--- src/rtl/cpu_pkg.sv ---
// Shared definitions for the multi-cycle control unit of the 8-bit processor.
// Holds the opcode and R-type function codes, ALU operation codes, PC source
// selects, the FSM state encoding and the latched instruction class, plus the
// R-type function-to-ALU lookup used by the decoder.
package cpu_pkg;

    // Major opcodes (4-bit IR opcode field)
    localparam logic [3:0] OP_RTYPE  = 4'b0000;
    localparam logic [3:0] OP_ADDI   = 4'b0100;
    localparam logic [3:0] OP_LOAD   = 4'b1011;
    localparam logic [3:0] OP_STORE  = 4'b1111;
    localparam logic [3:0] OP_BRANCH = 4'b1000;
    localparam logic [3:0] OP_JUMP   = 4'b0010;

    // R-type function code with no ALU operation behind it
    localparam logic [2:0] FN_ILLEGAL = 3'b110;

    // ALU operations referenced by non-R-type instructions
    localparam logic [2:0] ALU_ADD = 3'b000;
    localparam logic [2:0] ALU_CMP = 3'b111;

    // PC source selects
    localparam logic [1:0] PC_NEXT   = 2'b00;
    localparam logic [1:0] PC_BRANCH = 2'b01;
    localparam logic [1:0] PC_JUMP   = 2'b10;

    // FSM states; the encoding is exported on state_dbg
    typedef enum logic [2:0] {
        ST_FETCH     = 3'd0,
        ST_DECODE    = 3'd1,
        ST_EXECUTE   = 3'd2,
        ST_MEM       = 3'd3,
        ST_WRITEBACK = 3'd4,
        ST_TRAP      = 3'd5
    } state_t;

    // Instruction class latched in DECODE
    typedef enum logic [2:0] {
        CLS_NONE   = 3'd0,
        CLS_RTYPE  = 3'd1,
        CLS_ADDI   = 3'd2,
        CLS_LOAD   = 3'd3,
        CLS_STORE  = 3'd4,
        CLS_BRANCH = 3'd5,
        CLS_JUMP   = 3'd6
    } instr_class_t;

    // R-type function to ALU operation. Returns {illegal, alu_op}.
    function automatic logic [3:0] rtype_alu_op(input logic [2:0] fn);
        logic [3:0] res_s;
        case (fn)
            3'b000:  res_s = {1'b0, 3'b000};
            3'b010:  res_s = {1'b0, 3'b001};
            3'b100:  res_s = {1'b0, 3'b010};
            3'b101:  res_s = {1'b0, 3'b011};
            3'b001:  res_s = {1'b0, 3'b100};
            3'b011:  res_s = {1'b0, 3'b101};
            3'b111:  res_s = {1'b0, 3'b110};
            default: res_s = {1'b1, 3'b000};  // FN_ILLEGAL
        endcase
        return res_s;
    endfunction

endpackage

--- src/rtl/multicycle_control_unit_instr_decoder.sv ---
// Combinational instruction decoder.
// Ports:
//   opcode      - IR opcode field
//   func        - IR R-type function field (low three bits select the ALU op)
//   instr_class - decoded instruction class (CLS_NONE when illegal)
//   alu_op      - ALU operation the instruction uses in EXECUTE/WRITEBACK
//   illegal     - opcode or R-type function has no defined meaning
module instr_decoder
    import cpu_pkg::*;
#(
    parameter int OPCODE_W = 4,
    parameter int FUNC_W   = 3,
    parameter int ALUCTL_W = 3
) (
    input  logic [OPCODE_W-1:0] opcode,
    input  logic [FUNC_W-1:0]   func,
    output instr_class_t        instr_class,
    output logic [ALUCTL_W-1:0] alu_op,
    output logic                illegal
);

    logic [3:0] rtype_s;

    // Opcode/function decode into class, ALU operation and illegal flag
    always_comb begin
        rtype_s     = rtype_alu_op(3'(func));
        instr_class = CLS_NONE;
        alu_op      = ALUCTL_W'(ALU_ADD);
        illegal     = 1'b0;
        case (opcode)
            OPCODE_W'(OP_RTYPE): begin
                if (rtype_s[3]) begin
                    illegal = 1'b1;
                end else begin
                    instr_class = CLS_RTYPE;
                    alu_op      = ALUCTL_W'(rtype_s[2:0]);
                end
            end
            OPCODE_W'(OP_ADDI):   instr_class = CLS_ADDI;
            OPCODE_W'(OP_LOAD):   instr_class = CLS_LOAD;
            OPCODE_W'(OP_STORE):  instr_class = CLS_STORE;
            OPCODE_W'(OP_BRANCH): begin
                instr_class = CLS_BRANCH;
                alu_op      = ALUCTL_W'(ALU_CMP);
            end
            OPCODE_W'(OP_JUMP):   instr_class = CLS_JUMP;
            default:              illegal = 1'b1;
        endcase
    end

endmodule

--- src/rtl/multicycle_control_unit.sv ---
// Multi-cycle control unit: sequences each instruction through FETCH, DECODE,
// EXECUTE, MEM and WRITEBACK, handshakes with variable-latency instruction and
// data memories, and traps on illegal instructions and memory timeouts.
// Ports:
//   clk, reset          - clock, synchronous active-high reset
//   run                 - allow a new fetch
//   opcode, func        - IR fields (valid from DECODE onward)
//   alu_zero            - ALU zero flag, steers the branch PC select
//   imem_ready          - instruction word available
//   dmem_ready          - data access complete
//   imem_req, ir_write  - fetch request / IR load
//   pc_write, pc_src    - PC update and source (00 pc+1, 01 branch, 10 jump)
//   reg_write, mem_to_reg, alu_src, alu_control, r2_chooser - datapath controls
//   mem_read, mem_write - data memory requests
//   illegal_instr, bus_error - sticky trap causes, cleared only by reset
//   state_dbg           - current FSM state encoding
// Control outputs are decoded from the registered state, the latched class and
// ALU op; only ir_write, branch pc_src and the STORE completion PC update also
// look at the same-cycle ready/zero inputs.
module multicycle_control_unit
    import cpu_pkg::*;
#(
    parameter int OPCODE_W    = 4,
    parameter int FUNC_W      = 3,
    parameter int ALUCTL_W    = 3,
    parameter int MEM_TIMEOUT = 15
) (
    input  logic                clk,
    input  logic                reset,
    input  logic                run,
    input  logic [OPCODE_W-1:0] opcode,
    input  logic [FUNC_W-1:0]   func,
    input  logic                alu_zero,
    input  logic                imem_ready,
    input  logic                dmem_ready,
    output logic                imem_req,
    output logic                ir_write,
    output logic                pc_write,
    output logic [1:0]          pc_src,
    output logic                reg_write,
    output logic                alu_src,
    output logic [ALUCTL_W-1:0] alu_control,
    output logic                mem_read,
    output logic                mem_write,
    output logic                mem_to_reg,
    output logic                r2_chooser,
    output logic                illegal_instr,
    output logic                bus_error,
    output logic [2:0]          state_dbg
);

    localparam int CNT_W = $clog2(MEM_TIMEOUT + 1);
    localparam logic [CNT_W-1:0] TIMEOUT_C = CNT_W'(MEM_TIMEOUT);
    localparam logic [CNT_W-1:0] CNT_ZERO  = {CNT_W{1'b0}};
    localparam logic [CNT_W-1:0] CNT_ONE   = CNT_W'(1);

    state_t              state_r;
    instr_class_t        class_r;
    logic [ALUCTL_W-1:0] alu_op_r;
    logic [CNT_W-1:0]    wait_cnt_r;
    logic                illegal_r;
    logic                bus_error_r;

    instr_class_t        dec_class_s;
    logic [ALUCTL_W-1:0] dec_alu_op_s;
    logic                dec_illegal_s;
    logic                wait_active_s;
    logic                wait_ready_s;
    logic                timeout_s;

    instr_decoder #(
        .OPCODE_W (OPCODE_W),
        .FUNC_W   (FUNC_W),
        .ALUCTL_W (ALUCTL_W)
    ) u_decoder (
        .opcode      (opcode),
        .func        (func),
        .instr_class (dec_class_s),
        .alu_op      (dec_alu_op_s),
        .illegal     (dec_illegal_s)
    );

    // Memory wait qualification: a FETCH with run pending or any MEM cycle
    // is a wait cycle; the timeout fires when the count has already reached
    // MEM_TIMEOUT and ready is still low, so ready on that cycle still wins.
    always_comb begin
        wait_active_s = 1'b0;
        wait_ready_s  = 1'b0;
        case (state_r)
            ST_FETCH: begin
                wait_active_s = run;
                wait_ready_s  = imem_ready;
            end
            ST_MEM: begin
                wait_active_s = 1'b1;
                wait_ready_s  = dmem_ready;
            end
            default: begin
                wait_active_s = 1'b0;
                wait_ready_s  = 1'b0;
            end
        endcase
        timeout_s = wait_active_s && !wait_ready_s && (wait_cnt_r == TIMEOUT_C);
    end

    // FSM state, latched instruction, wait counter and sticky trap flags
    always_ff @(posedge clk) begin
        if (reset) begin
            state_r     <= ST_FETCH;
            class_r     <= CLS_NONE;
            alu_op_r    <= {ALUCTL_W{1'b0}};
            wait_cnt_r  <= CNT_ZERO;
            illegal_r   <= 1'b0;
            bus_error_r <= 1'b0;
        end else begin
            case (state_r)
                ST_FETCH: begin
                    if (run && imem_ready) begin
                        state_r    <= ST_DECODE;
                        wait_cnt_r <= CNT_ZERO;
                    end else if (timeout_s) begin
                        state_r     <= ST_TRAP;
                        bus_error_r <= 1'b1;
                        wait_cnt_r  <= CNT_ZERO;
                    end else if (run) begin
                        wait_cnt_r <= wait_cnt_r + CNT_ONE;
                    end else begin
                        // stalled by run=0: count is frozen, not cleared
                        wait_cnt_r <= wait_cnt_r;
                    end
                end
                ST_DECODE: begin
                    wait_cnt_r <= CNT_ZERO;
                    if (dec_illegal_s) begin
                        state_r   <= ST_TRAP;
                        illegal_r <= 1'b1;
                    end else begin
                        state_r  <= ST_EXECUTE;
                        class_r  <= dec_class_s;
                        alu_op_r <= dec_alu_op_s;
                    end
                end
                ST_EXECUTE: begin
                    wait_cnt_r <= CNT_ZERO;
                    case (class_r)
                        CLS_RTYPE, CLS_ADDI:  state_r <= ST_WRITEBACK;
                        CLS_LOAD, CLS_STORE:  state_r <= ST_MEM;
                        CLS_BRANCH, CLS_JUMP: state_r <= ST_FETCH;
                        default: begin
                            state_r   <= ST_TRAP;
                            illegal_r <= 1'b1;
                        end
                    endcase
                end
                ST_MEM: begin
                    if (dmem_ready) begin
                        wait_cnt_r <= CNT_ZERO;
                        if (class_r == CLS_LOAD) begin
                            state_r <= ST_WRITEBACK;
                        end else begin
                            state_r <= ST_FETCH;
                        end
                    end else if (timeout_s) begin
                        state_r     <= ST_TRAP;
                        bus_error_r <= 1'b1;
                        wait_cnt_r  <= CNT_ZERO;
                    end else begin
                        wait_cnt_r <= wait_cnt_r + CNT_ONE;
                    end
                end
                ST_WRITEBACK: begin
                    state_r    <= ST_FETCH;
                    wait_cnt_r <= CNT_ZERO;
                end
                ST_TRAP: begin
                    state_r    <= ST_TRAP;
                    wait_cnt_r <= CNT_ZERO;
                end
                default: begin
                    state_r    <= ST_TRAP;
                    wait_cnt_r <= CNT_ZERO;
                end
            endcase
        end
    end

    // Datapath control decode; anything not set for a state stays 0
    always_comb begin
        imem_req    = 1'b0;
        ir_write    = 1'b0;
        pc_write    = 1'b0;
        pc_src      = PC_NEXT;
        reg_write   = 1'b0;
        alu_src     = 1'b0;
        alu_control = {ALUCTL_W{1'b0}};
        mem_read    = 1'b0;
        mem_write   = 1'b0;
        mem_to_reg  = 1'b0;
        r2_chooser  = 1'b0;
        case (state_r)
            ST_FETCH: begin
                imem_req = run;
                ir_write = run && imem_ready;
            end
            ST_EXECUTE: begin
                case (class_r)
                    CLS_RTYPE: begin
                        alu_control = alu_op_r;
                    end
                    CLS_ADDI: begin
                        alu_src     = 1'b1;
                        alu_control = alu_op_r;
                    end
                    CLS_LOAD: begin
                        alu_src     = 1'b1;
                        alu_control = ALUCTL_W'(ALU_ADD);
                    end
                    CLS_STORE: begin
                        alu_src     = 1'b1;
                        alu_control = ALUCTL_W'(ALU_ADD);
                        r2_chooser  = 1'b1;
                    end
                    CLS_BRANCH: begin
                        alu_control = ALUCTL_W'(ALU_CMP);
                        r2_chooser  = 1'b1;
                        pc_write    = 1'b1;
                        if (alu_zero) begin
                            pc_src = PC_BRANCH;
                        end else begin
                            pc_src = PC_NEXT;
                        end
                    end
                    CLS_JUMP: begin
                        alu_src  = 1'b1;
                        pc_write = 1'b1;
                        pc_src   = PC_JUMP;
                    end
                    default: begin
                        alu_src = 1'b0;
                    end
                endcase
            end
            ST_MEM: begin
                if (class_r == CLS_LOAD) begin
                    mem_read = 1'b1;
                end else begin
                    // STORE retires here, so the PC advances on completion
                    mem_write = 1'b1;
                    pc_write  = dmem_ready;
                end
            end
            ST_WRITEBACK: begin
                reg_write   = 1'b1;
                pc_write    = 1'b1;
                mem_to_reg  = (class_r == CLS_LOAD);
                alu_src     = (class_r != CLS_RTYPE);
                alu_control = alu_op_r;
            end
            default: begin
                imem_req = 1'b0;
            end
        endcase
    end

    assign illegal_instr = illegal_r;
    assign bus_error     = bus_error_r;
    assign state_dbg     = state_r;

endmodule

--- config.mk ---
export PLATFORM = sky130hd
export DESIGN_NAME = multicycle_control_unit
export DESIGN_NICKNAME = d
export VERILOG_FILES = /design/src/rtl/cpu_pkg.sv /design/src/rtl/multicycle_control_unit_instr_decoder.sv /design/src/rtl/multicycle_control_unit.sv
export SDC_FILE = /design/constraint.sdc
export NUM_CORES = 1
export LEC_CHECK = 0
export CAP_MARGIN = 20
export CORE_ASPECT_RATIO = 1.5
export CORE_MARGIN = 3
export CORE_UTILIZATION = 43
export CTS_CLUSTER_DIAMETER = 120
export CTS_CLUSTER_SIZE = 8
export DETAILED_ROUTE_END_ITERATION = 16
export PLACE_DENSITY = 0.72
export RECOVER_POWER = 25
export SLEW_MARGIN = 10
export SYNTH_ARGS = -nofsm -noshare
export SYNTH_HDL_FRONTEND = slang
export SYNTH_SLANG_ARGS = --single-unit
export TNS_END_PERCENT = 5
--- constraint.sdc ---
create_clock -name clk -period 2.2 [get_ports clk]
set_input_delay 0.44 -clock clk [delete_from_list [all_inputs] [get_ports clk]]
set_output_delay 0.44 -clock clk [all_outputs]
set_load 0.005 [all_outputs]
==> impl_metrics.json <==
{
  "part_of_the_yosys_area_used_for_sequential_elements_pct": 23.8,
  "cellLeakagePower_nw": 0.816,
  "clock_tree.htree_level_count": 1,
  "routed_wire_length_per_instance_um": 14.9,
  "syn_avg_cell_area_um2": 7.34,
  "start_util_pct": 46.2,
  "track_usage_pct": 21.0,
  "cts_post_setup_buffers_inserted": 0,
  "clock_latency_ns": 0.25,
  "period_utilisation_layout_pct": 97.9,
  "grt_pass1_vias": 1423,
  "worst_slew_pin_slew_ns": 0.524,
  "vdd.ir_drop.worst_uv": 404,
  "final.setup.worst_slack_ns": 0.0454,
  "design.die.area_um2": 3640,
  "io_pins": 32,
  "postSynthNetCount": 186,
  "crit_arrival_ns": 1.71,
  "post-route-drc-count": 0,
  "worst-path-max-fanout": 5,
  "power_per_cell_area_nw_per_um2": 730,
  "clockRootBuffer": "clkbuf_8",
  "area_growth_pct": 49.9,
  "numClockSinks": 15,
  "cp.required_ns": 1.76,
  "run_status": "finished, final reports clean",
  "reg2reg_from": "state_dbg[2]$_SDFF_PP0_",
  "pre_antenna_drt_iters": 4,
  "setup.worst_path.start": "state_dbg[1]$_SDFF_PP0_",
  "nets": 237,
  "port-buffer-count": 31,
  "synth_enable_flop_cells": 0,
  "tightest_hold_margin_ns": 0.475,
  "timing_max_transition_violations_final": 0,
  "grt_start_max_net_pins": 21,
  "wirelength_um": 3870,
  "setup_tns_ns": 0,
  "dieHeight_um": 72.4,
  "dpl.hpwl_um": 2870,
  "ys_dominant_reg_cell": "dfxtp_1",
  "holdCritPathClass": "register to register",
  "setup.worst_path.start_class": "register",
  "ys_types": 55,
  "path_class": "register to primary output",
  "final_hold_viols": 0,
  "tritoncts.num_buffers": 3,
  "ys_ff_latch": 15,
  "placeableCoreArea_um2": 2730,
  "dp_worst_setup_slack_ns": -0.175,
  "grt_first_pass_wirelength_um": 6030,
  "clock_transition_time_at_the_flip_flop_clock_pins_of_the_worst_setup_and_hold_paths_ns": 0.06,
  "worst_setup_path_end_kind": "primary output",
  "initialDrtViolationCount": 43,
  "clk_path_buf_depth": 2,
  "cell_count_post_placement": 255,
  "globalRoute.totalOverflow": 0,
  "num_rows": 23,
  "setup_repair_after_global_routing_missed_its_margin": "yes",
  "layout.filler_cells": 241,
  "cts_hold_buf": 0,
  "x_dimension_of_the_die_um": 50.2,
  "viasPerCell": 5.92,
  "yosys_warnings": 0,
  "postSynthCellCount": 172,
  "highest_clock_rate_mhz": 464,
  "antenna_cells": 0,
  "max-slew-margin-rel_pct": 64.7,
  "layout.cells.non_filler": 259,
  "antenna_violations_before_repair": 0,
  "max_cap_violations": 0,
  "final_period_minus_worst_setup_slack_ns": 2.15,
  "power_w": 0.00138,
  "drive_above_1_share_pct": 23.9,
  "setup_viol_count_final": 0,
  "tritoncts": "built",
  "timing.hold.worst.start": "bus_error$_SDFFE_PP0P_",
  "final.setup_skew_ns": 0.00151,
  "routabilityCongestion": 0.855,
  "synthArstFlopShare_pct": 0,
  "route.antenna.remaining_nets": 0,
  "detailroute.via_count": 1533,
  "synthesis.area_um2": 1260
}
==> metal layers <==
| layer | up-vias | routed length, µm | GRT usage (%) |
|---|---|---|---|
| met5 | - | 0 | 0 |
| met4 | 0 | 83 | 10.5 |
| met2 | 49 | 2160 | 41.1 |
| met3 | 10 | 199 | 3.08 |
| li1 | 754 | - | - |
| met1 | 720 | 1420 | 20.6 |
==> timing repair <==
action                                  4_1_cts  5_1_grt
gates cloned                                  0        0
endpoints found under the setup margin       11       10
resized for setup                            13       22
==> layout by cell type, fill, tap and decap left out, drive strengths merged, types with 3 or more instances in the layout <==
master,count
nor2,10
dfxtp,15
inv,5
nand2b,8
nand3,5
a31oi,4
nand2,13
a311oi,5
o21ai,13
dlymetal6s2s,7
nor3,9
and3,3
a21oi,18
clkbuf,4
buf,28
nand3b,6
dlygate4sd2,3
clkdlybuf4s50,19
or3,3
==> cells in the mapped netlist (all sizes together), types with 4 or more instances <==
cell type   n  share of area [%]
a311oi      5                3.5
buf         7                3.7
a31oi       4                2.0
dfxtp      15                 24
clkbuf      7                2.1
a21oi      18                7.4
nand3b      6                3.6
nand3       5                2.0
nand2b      8                4.0
o21ai      13                5.5
nor3        9                3.6
nand2      13                3.9
inv         5                1.5
nor2       10                3.0
==> path summary, 6_finish.rpt <==
check | depth (start not counted) | end | slack (ns)
max reg2reg | 6 | state_dbg[0]$_SDFF_PP0_ | 0.26
max | 5 | pc_src[1] | 0.05
min reg2reg | 2 | bus_error$_SDFFE_PP0P_ | 0.48
min | 2 | bus_error$_SDFFE_PP0P_ | 0.48
==> metrics by stage <==
stage / utilization, % / instance area [µm²]
floorplan: - / 1260
global placement: 64.5 / 1760
detailed placement: 64.5 / 1760
CTS: 67.0 / 1830
global route: 69.2 / 1890
finish: 69.2 / 1890
==> where the power goes <==
part	internal, W	switching (W)
Combinational	0.000385	0.000393
Clock	0.000125	0.000101
Sequential	0.000328	0.0000491
Total	0.000838	0.000543
==> cells by family after synthesis <==
kind of cell	synth area share (%)
compound gates	29.3
fa+ha+maj	1.78
xor+xnor	2.08
simple gates	35.8
flops	23.8
buf+inv	7.24
==> registers in the layout, indices dropped and copies added, names as in the netlist <==
signal	count
bus_error	1
class_r	3
wait_cnt_r	4
state_dbg	3
alu_op_r	3
illegal_instr	1
==> cell type report <==
class / instances / area, µm² / share of cell area [%]
multi-input cells: 138 / 928 / 49.1
inverters: 5 / 18.8 / 0.992
flip-flops and latches: 15 / 307 / 16.2
well taps: 37 / 46.3 / 2.45
repair buffers: 60 / 546 / 28.8
clock inverters: 1 / 5.00 / 0.265
clock buffers: 3 / 41.3 / 2.18
==> critical path, cell delays in order, from the launching register on <==
cell and delay (ns):
dfxtp_2 0.35, nor2b_4 0.19, buf_4 0.15, nand2b_4 0.08, nor3_1 0.17, clkdlybuf4s50_1 0.53
(Power assumes the default switching activity.)
